<file path="src/rtl/ifetch_unit.sv">
// Instruction fetch unit: requests a 32-byte block as an even/odd line pair,
// captures both lines, then streams their words into a small instruction queue.
//
// state | meaning
// REQ   | waiting for both lines of the current block (or a fetch fault)
// PUSH  | enqueueing words pc[4:2]..7 of the captured block
// HALT  | fault marker queued; idle until a redirect restarts fetch
module ifetch_unit #(
  parameter int          CL_SIZE  = 128,
  parameter logic [31:0] RESET_PC = 32'h0000_0000,
  parameter int          FQ_DEPTH = 8
) (
  input  logic               clk,
  input  logic               rst,
  output logic [31:0]        addr_even,
  output logic [31:0]        addr_odd,
  input  logic               hit_even,
  input  logic               hit_odd,
  input  logic [CL_SIZE-1:0] cl_even,
  input  logic [CL_SIZE-1:0] cl_odd,
  input  logic [31:0]        addr_out_even,
  input  logic [31:0]        addr_out_odd,
  input  logic               stall,
  input  logic               exception,
  input  logic               redirect_valid,
  input  logic [31:0]        redirect_pc,
  output logic               inst_valid,
  input  logic               inst_ready,
  output logic [31:0]        inst,
  output logic [31:0]        inst_pc,
  output logic               inst_exc
);

  localparam int PW = $clog2(FQ_DEPTH);
  localparam int CW = PW + 1;
  localparam logic [CW-1:0] FULL_CNT = CW'(FQ_DEPTH);

  typedef enum logic [1:0] {REQ, PUSH, HALT} state_t;

  state_t                state, state_nxt;
  logic [31:0]           pc;
  logic                  flag_even, flag_odd;
  logic [CL_SIZE-1:0]    line_even, line_odd;
  logic [31:0]           q_inst [FQ_DEPTH];
  logic [31:0]           q_pc   [FQ_DEPTH];
  logic                  q_exc  [FQ_DEPTH];
  logic [PW-1:0]         wr_ptr, rd_ptr;
  logic [CW-1:0]         count;

  logic                  full, do_deq;
  logic                  cap_even, cap_odd;
  logic                  set_even, set_odd, clr_flags;
  logic                  do_enq, enq_exc, pc_inc;
  logic [2*CL_SIZE-1:0]  blk_data;
  logic [31:0]           blk_word;
  logic                  unused_bits;

  assign unused_bits = ^{addr_out_even[3:0], addr_out_odd[3:0], redirect_pc[1:0]};

  assign addr_even  = {pc[31:5], 5'h00};
  assign addr_odd   = {pc[31:5], 5'h10};
  assign full       = (count == FULL_CNT);
  assign inst_valid = (count != '0);
  assign do_deq     = inst_valid && inst_ready;
  assign inst       = q_inst[rd_ptr];
  assign inst_pc    = q_pc[rd_ptr];
  assign inst_exc   = q_exc[rd_ptr];

  // A returned line only counts when its tag names the line we asked for.
  assign cap_even = hit_even && !stall && (addr_out_even[31:4] == addr_even[31:4]);
  assign cap_odd  = hit_odd  && !stall && (addr_out_odd[31:4]  == addr_odd[31:4]);

  assign blk_data = {line_odd, line_even};
  assign blk_word = blk_data[{pc[4:2], 5'b0} +: 32];

  // State register.
  always_ff @(posedge clk) begin
    if (rst) state <= REQ;
    else     state <= state_nxt;
  end

  // Next-state and control decode; a redirect overrides everything else.
  always_comb begin
    state_nxt = state;
    set_even  = 1'b0;
    set_odd   = 1'b0;
    clr_flags = 1'b0;
    do_enq    = 1'b0;
    enq_exc   = 1'b0;
    pc_inc    = 1'b0;
    if (redirect_valid) begin
      state_nxt = REQ;
    end else begin
      unique case (state)
        REQ: begin
          if (exception && !stall) begin
            // Fault wins over captures; wait for room to queue the marker.
            if (!full) begin
              do_enq    = 1'b1;
              enq_exc   = 1'b1;
              state_nxt = HALT;
            end
          end else begin
            set_even = cap_even;
            set_odd  = cap_odd;
            if ((flag_even || cap_even) && (flag_odd || cap_odd)) begin
              clr_flags = 1'b1;
              state_nxt = PUSH;
            end
          end
        end
        PUSH: begin
          // Full queue stalls here; a pop this cycle does not make room until next.
          if (!full) begin
            do_enq = 1'b1;
            pc_inc = 1'b1;
            if (pc[4:2] == 3'd7) state_nxt = REQ;
          end
        end
        HALT: ;
        default: state_nxt = REQ;
      endcase
    end
  end

  // Fetch PC, line capture and instruction queue.
  always_ff @(posedge clk) begin
    if (rst) begin
      pc        <= {RESET_PC[31:2], 2'b00};
      flag_even <= 1'b0;
      flag_odd  <= 1'b0;
      line_even <= '0;
      line_odd  <= '0;
      wr_ptr    <= '0;
      rd_ptr    <= '0;
      count     <= '0;
      for (int i = 0; i < FQ_DEPTH; i++) begin
        q_inst[i] <= '0;
        q_pc[i]   <= '0;
        q_exc[i]  <= 1'b0;
      end
    end else if (redirect_valid) begin
      pc        <= {redirect_pc[31:2], 2'b00};
      flag_even <= 1'b0;
      flag_odd  <= 1'b0;
      wr_ptr    <= '0;
      rd_ptr    <= '0;
      count     <= '0;
    end else begin
      if (clr_flags) begin
        flag_even <= 1'b0;
        flag_odd  <= 1'b0;
      end else begin
        if (set_even) flag_even <= 1'b1;
        if (set_odd)  flag_odd  <= 1'b1;
      end
      if (set_even) line_even <= cl_even;
      if (set_odd)  line_odd  <= cl_odd;
      if (pc_inc) pc <= pc + 32'd4;
      if (do_enq) begin
        q_inst[wr_ptr] <= enq_exc ? 32'h0 : blk_word;
        q_pc[wr_ptr]   <= pc;
        q_exc[wr_ptr]  <= enq_exc;
        wr_ptr         <= wr_ptr + PW'(1);
      end
      if (do_deq) rd_ptr <= rd_ptr + PW'(1);
      unique case ({do_enq, do_deq})
        2'b10:   count <= count + CW'(1);
        2'b01:   count <= count - CW'(1);
        default: count <= count;
      endcase
    end
  end

endmodule

</file>
<file path="config.mk">
export PLATFORM = sky130hd
export DESIGN_NAME = ifetch_unit
export DESIGN_NICKNAME = d
export VERILOG_FILES = /design/src/rtl/ifetch_unit.sv
export SDC_FILE = /design/constraint.sdc
export NUM_CORES = 1
export LEC_CHECK = 0
export CAP_MARGIN = 20
export CORE_MARGIN = 4
export CORE_UTILIZATION = 35
export DETAILED_ROUTE_END_ITERATION = 7
export PLACE_DENSITY = 0.65
export SLEW_MARGIN = 40
export SYNTH_ARGS = -nofsm -noshare
export SYNTH_HDL_FRONTEND = slang
export SYNTH_SLANG_ARGS = --single-unit
</file>
<file path="constraint.sdc">
create_clock -name clk -period 3.6 [get_ports clk]
set_input_delay 0.36 -clock clk [delete_from_list [all_inputs] [get_ports clk]]
set_output_delay 0.36 -clock clk [all_outputs]
set_load 0.01 [all_outputs]
</file>
==> results of run 1 <==
[where the power goes]
part           leakage [nW]  internal (mW)  switching [mW]
combinational          9.12          0.794           0.712
sequential             7.61           10.0           0.123
clock                  1.40           5.35            3.74
total                  18.1           16.2            4.57
[area by class of cell]
cell class | count | area share (%)
Antenna cell | 13 | 0.0710
Clock buffer | 115 | 5.14
Clock inverter | 41 | 1.19
Inverter | 11 | 0.0901
Multi-Input combinational cell | 1681 | 30.6
Sequential cell | 807 | 46.3
Tap cell | 1380 | 3.77
Timing Repair Buffer | 574 | 12.9
[final timing paths]
check	endpoint	slack, ns	cells past startpoint
worst min register to register	line_odd[87]	0.49	2
worst max-delay path	inst[22]	0.22	5
worst max register to register	line_even[46]	0.76	7
worst min-delay path	pc[30]	0.06	2
[registers in the layout, summed over array words and instances (netlist names), named ones only]
register   flops
line_odd     128
count          4
flag_even      1
pc            30
q_pc         240
line_even    128
state          2
wr_ptr         3
q_inst       256
q_exc          8
rd_ptr         3
flag_odd       1
[cells in the mapped netlist, types with 19 or more instances]
cell type  number  area, um2
and3_1        180       1130
mux2i_1       273       2730
buf_4          79        593
edfxtp_1      504      15100
nor2_1        572       2150
a21oi_1        19       95.1
buf_2          68        340
xnor2_1        74        648
dfxtp_1       303       6070
mux2_2         95       1070
mux4_2        190       4280
and2_1         60        375
clkbuf_1      144        541
nand2_1        54        203
nand4_1        41        257
[per-layer routing]
metal | global-route usage [%] | routed length (um)
met1 | 25.8 | 45400
met4 | 5.52 | 2170
met5 | 0 | 77
met2 | 30.3 | 50800
met3 | 4.25 | 8040
[through the flow]
step / cell area (um2) / cells / worst slack (ns)
after global routing: 45800 / 4618 / 0.0650
after floorplan: 36600 / 2797 / 0.0868
final: 45800 / 4622 / 0.219
after CTS: 45800 / 4609 / 0.136
after global placement: 42900 / 4453 / 0.417
after detailed placement: 42900 / 4453 / 0.406
[critical path: cells and delay by family (launching register included)]
family                 cells  cell delay (ns)
multiplexers               2             0.84
flip-flops                 1             0.56
buffers and inverters      3             0.96
[cell families after synthesis]
logic type,synth area share (%)
simple gates,12.7
fa+ha+maj,0.294
compound gates,0.574
mux,22.1
xor+xnor,2.18
flops,57.9
buf+inv,4.25
other cells,0.0205
==> impl_metrics.env, run 1 <==
export IMPL_fin_hold_ws_ns=0.0555
export IMPL_grtUsageTotal_pct=18.9
export IMPL_slowest_delay_ns=0.56
export IMPL_rsz0062_at_grt="no"
export IMPL_drive_gt1_share_pct=17.4
export IMPL_antenna_found_initial=26
export IMPL_path_max_fanout=14
export IMPL_hold_path_class="primary input to register"
export IMPL_ant_nets=0
export IMPL_power_leakage_nw=18.1
export IMPL_syn_area_per_cell_um2=13.1
export IMPL_drv_slew=0
export IMPL_rows=118
export IMPL_grt_max_degree=166
export IMPL_final_util_pct=44.2
export IMPL_hpwlAfterDp_um=71200
export IMPL_die_area_um2=110000
export IMPL_vias_per_cell=5.08
export IMPL_seqCellArea_um2=21200
export IMPL_area_growth_pct=25.2
export IMPL_grt_pass1_wl_um=159000
export IMPL_gp_congestion=0.865
export IMPL_cts_root_buf="clkbuf_16"
export IMPL_synthCells=2787
export IMPL_fp_dieW_um=331
export IMPL_wl_per_cell_um=23.0
export IMPL_die_h_um=331
export IMPL_post_cts_resized=0
export IMPL_drc=0
export IMPL_wl_um=107000
export IMPL_cts_tree="done"
export IMPL_htreeDepth=3
export IMPL_outcome="complete, no violations"
export IMPL_ir_drop_mv=0.321
export IMPL_r2r_start="pc[8]"
export IMPL_hold_violations=0
export IMPL_powerDensity_nw_per_um2=453
export IMPL_nets=3528
export IMPL_yosysWarnings=0
export IMPL_setup_viol=0
export IMPL_clk_pin_slew_ns=0.06
export IMPL_final_common_cell="nor2_1"
export IMPL_synth_cell_types=52
export IMPL_finalSetupTns_ns=0
export IMPL_tightest_slew_ns=0.798
export IMPL_finClkSkew_ns=0.0309
export IMPL_crit_required_ns=3.24
export IMPL_drt_initial_drc_count=2262
export IMPL_cts_sinks=807
export IMPL_ys_ff_latch=807
export IMPL_synth_seq_area_share_pct=57.9
export IMPL_cts_hold_buf=0
export IMPL_drt_pass1_iter_count=5
export IMPL_numCtsBuffers=85
export IMPL_relSlewSlack_pct=46.8
export IMPL_period_minus_slack_ns=3.38
export IMPL_crit_type="register to output pin"
export IMPL_period_share_pct=93.9
export IMPL_netlist_area_um2=36600
export IMPL_hp_start="rst"
export IMPL_core_area_um2=104000
export IMPL_fillers=9352
export IMPL_grt_pass1_vias=24000
export IMPL_postCtsSetupBuffers=0
export IMPL_clock_fmax_mhz=296
export IMPL_worstPathArrival_ns=3.02
export IMPL_startpoint_type="register"
export IMPL_max_cap_violations=0
export IMPL_synthArstFlopShare_pct=0
export IMPL_synth_flop_cell="edfxtp_1"
export IMPL_power_total_mw=20.7
export IMPL_io_buffers=467
export IMPL_synth_edf_count=504
export IMPL_vias=23500
export IMPL_grt_overflow=0
export IMPL_start_util_pct=35.3
export IMPL_clockBufferDepth=3
export IMPL_layout_common_cells="nor2_1, edfxtp_1, clkdlybuf4s50_1, dfxtp_1, mux2i_1"
export IMPL_multi_input_area_um2=14000
export IMPL_worstSkewPairLatency_ns=0.66
export IMPL_end_kind="output pin"
export IMPL_pin_count=490
export IMPL_crit_path_top_delay_cell="dfxtp_4"
export IMPL_cp_cell_sequence="buf_12, buf_4, mux4_2, mux2_2, clkdlybuf4s50_1"
No activity file was read; power rests on OpenSTA's default activity.
==> run 2, diff against run 1 <==
- CTS_CLUSTER_DIAMETER: default -> 120
- MAX_ROUTING_LAYER: default -> met4
==> run 2 against run 1 <==
Worst setup slack got worse by 0.0044 ns. Die area is the same. Via count is essentially flat. Sequential share of layout area barely moved. Worst hold slack got worse by 0.0022 ns. Critical endpoint unchanged.
==> impl_metrics.env, run 2 (synthesis gave the netlist of run 1 again) <==
export IMPL_outcome="complete, no violations"
export IMPL_finClkSkew_ns=0.0311
export IMPL_hold_path_class="primary input to register"
export IMPL_cts_tree="done"
export IMPL_core_area_um2=104000
export IMPL_area_growth_pct=25.2
export IMPL_vias=23500
export IMPL_cp_cell_sequence="buf_12, buf_4, mux4_2, mux2_2, clkdlybuf4s50_1"
export IMPL_worstSkewPairLatency_ns=0.66
export IMPL_cts_sinks=807
export IMPL_grt_max_degree=166
export IMPL_hp_start="rst"
export IMPL_drv_slew=0
export IMPL_finalSetupTns_ns=0
export IMPL_pin_count=490
export IMPL_path_max_fanout=14
export IMPL_tightest_slew_ns=0.830
export IMPL_drc=0
export IMPL_vias_per_cell=5.07
export IMPL_cts_root_buf="clkbuf_16"
export IMPL_setup_viol=0
export IMPL_largest_reg_flops=256
export IMPL_rows=118
export IMPL_ant_nets=0
export IMPL_crit_required_ns=3.24
export IMPL_r2r_start="pc[8]"
export IMPL_grt_pass1_vias=24000
export IMPL_clock_fmax_mhz=295
export IMPL_cts_hold_buf=0
export IMPL_met2_usage_pct=30.2
export IMPL_post_cts_resized=0
export IMPL_gr_usage_met1_pct=25.9
export IMPL_hold_end="pc[30]"
export IMPL_slowest_delay_ns=0.56
export IMPL_ir_drop_mv=0.320
export IMPL_final_util_pct=44.2
export IMPL_power_leakage_nw=18.1
export IMPL_drive_gt1_share_pct=17.4
export IMPL_wl_per_cell_um=23.0
export IMPL_die_h_um=331
export IMPL_rsz0062_at_grt="no"
export IMPL_crit_path_top_delay_cell="dfxtp_4"
export IMPL_clk_pin_slew_ns=0.06
export IMPL_final_common_cell="nor2_1"
export IMPL_power_total_mw=20.7
export IMPL_grtUsageTotal_pct=19.5
export IMPL_top_regs="q_inst (256), q_pc (240)"
export IMPL_drt_initial_drc_count=2246
export IMPL_r2r_cells=7
export IMPL_use_met3_pct=4.22
export IMPL_largest_register="q_inst"
export IMPL_top_usage_layer="met2"
export IMPL_wl_um=106000
export IMPL_worstPathArrival_ns=3.03
export IMPL_start_util_pct=35.3
export IMPL_drt_pass1_iter_count=5
export IMPL_startpoint_type="register"
export IMPL_powerDensity_nw_per_um2=453
export IMPL_clockBufferDepth=3
export IMPL_grt_pass1_wl_um=159000
export IMPL_io_buffers=467
export IMPL_gp_congestion=0.879
export IMPL_hold_violations=0
export IMPL_die_area_um2=110000
export IMPL_hold_path_depth=2
export IMPL_numCtsBuffers=85
export IMPL_relSlewSlack_pct=44.6
export IMPL_crit_type="register to output pin"
export IMPL_end_kind="output pin"
export IMPL_fp_dieW_um=331
export IMPL_nets=3528
export IMPL_grt_overflow=0
export IMPL_period_minus_slack_ns=3.39
export IMPL_rr_endpoint="line_even[106]"
export IMPL_htreeDepth=3
export IMPL_layout_common_cells="nor2_1, edfxtp_1, clkdlybuf4s50_1, dfxtp_1, mux2i_1"
export IMPL_postCtsSetupBuffers=0
export IMPL_r2r_slack_ns=0.73
export IMPL_antenna_found_initial=27
export IMPL_period_share_pct=94.0
export IMPL_max_cap_violations=0
export IMPL_final_cells=4631
export IMPL_hpwlAfterDp_um=71200
export IMPL_dpl_cell_count=4453
[run 2: changes by cell type in the layout (fill, tap and decap cells not counted)]
cell     previous run  this run
diode_2            13        22
[run 2: final cells by class]
class / instances / area [um2]
Timing Repair Buffer: 574 / 5890
Antenna cell: 22 / 55.1
Clock buffer: 115 / 2350
Tap cell: 1380 / 1730
Clock inverter: 41 / 544
Multi-Input combinational cell: 1681 / 14000
Fill cell: 9349 / 57800
Sequential cell: 807 / 21200
Inverter: 11 / 41.3
[run 2: where the power goes]
group	switching, mW	leakage [nW]	internal, mW
sequential	0.123	7.61	10.0
clock	3.74	1.40	5.35
combinational	0.711	9.12	0.793
total	4.58	18.1	16.2
[run 2: routing by layer]
metal / up-vias / share of wire (%)
li1: 10800 / -
met4: 0 / 2.0
met1: 11700 / 43
met3: 136 / 7.6
met5: - / 0
met2: 829 / 48
[run 2: stage by stage]
stage                     instance area, um2  hold slack, ns  setup WS (ns)
final                                  45800          0.0533          0.215
after global routing                   45800          0.0439         0.0615
after CTS                              45800          0.0237          0.136
after detailed placement               42900           0.476          0.406
after global placement                 42900           0.463          0.417
after floorplan                        36600           0.454         0.0868
[run 2: worst max-delay path by stage]
stage | from | end | depth (start not counted)
after floorplan | exception | q_exc[0] | 8
after global placement | stall | line_even[12] | 8
after detailed placement | stall | line_even[46] | 8
after CTS | register | inst[22] | 5
after global routing | register | inst[21] | 5
final | register | inst[22] | 5
[run 2: critical path, delay by kind of cell, from the launching register on]
family | cells | cell delay [ns]
buf+inv | 3 | 0.96
flops | 1 | 0.56
mux | 2 | 0.84
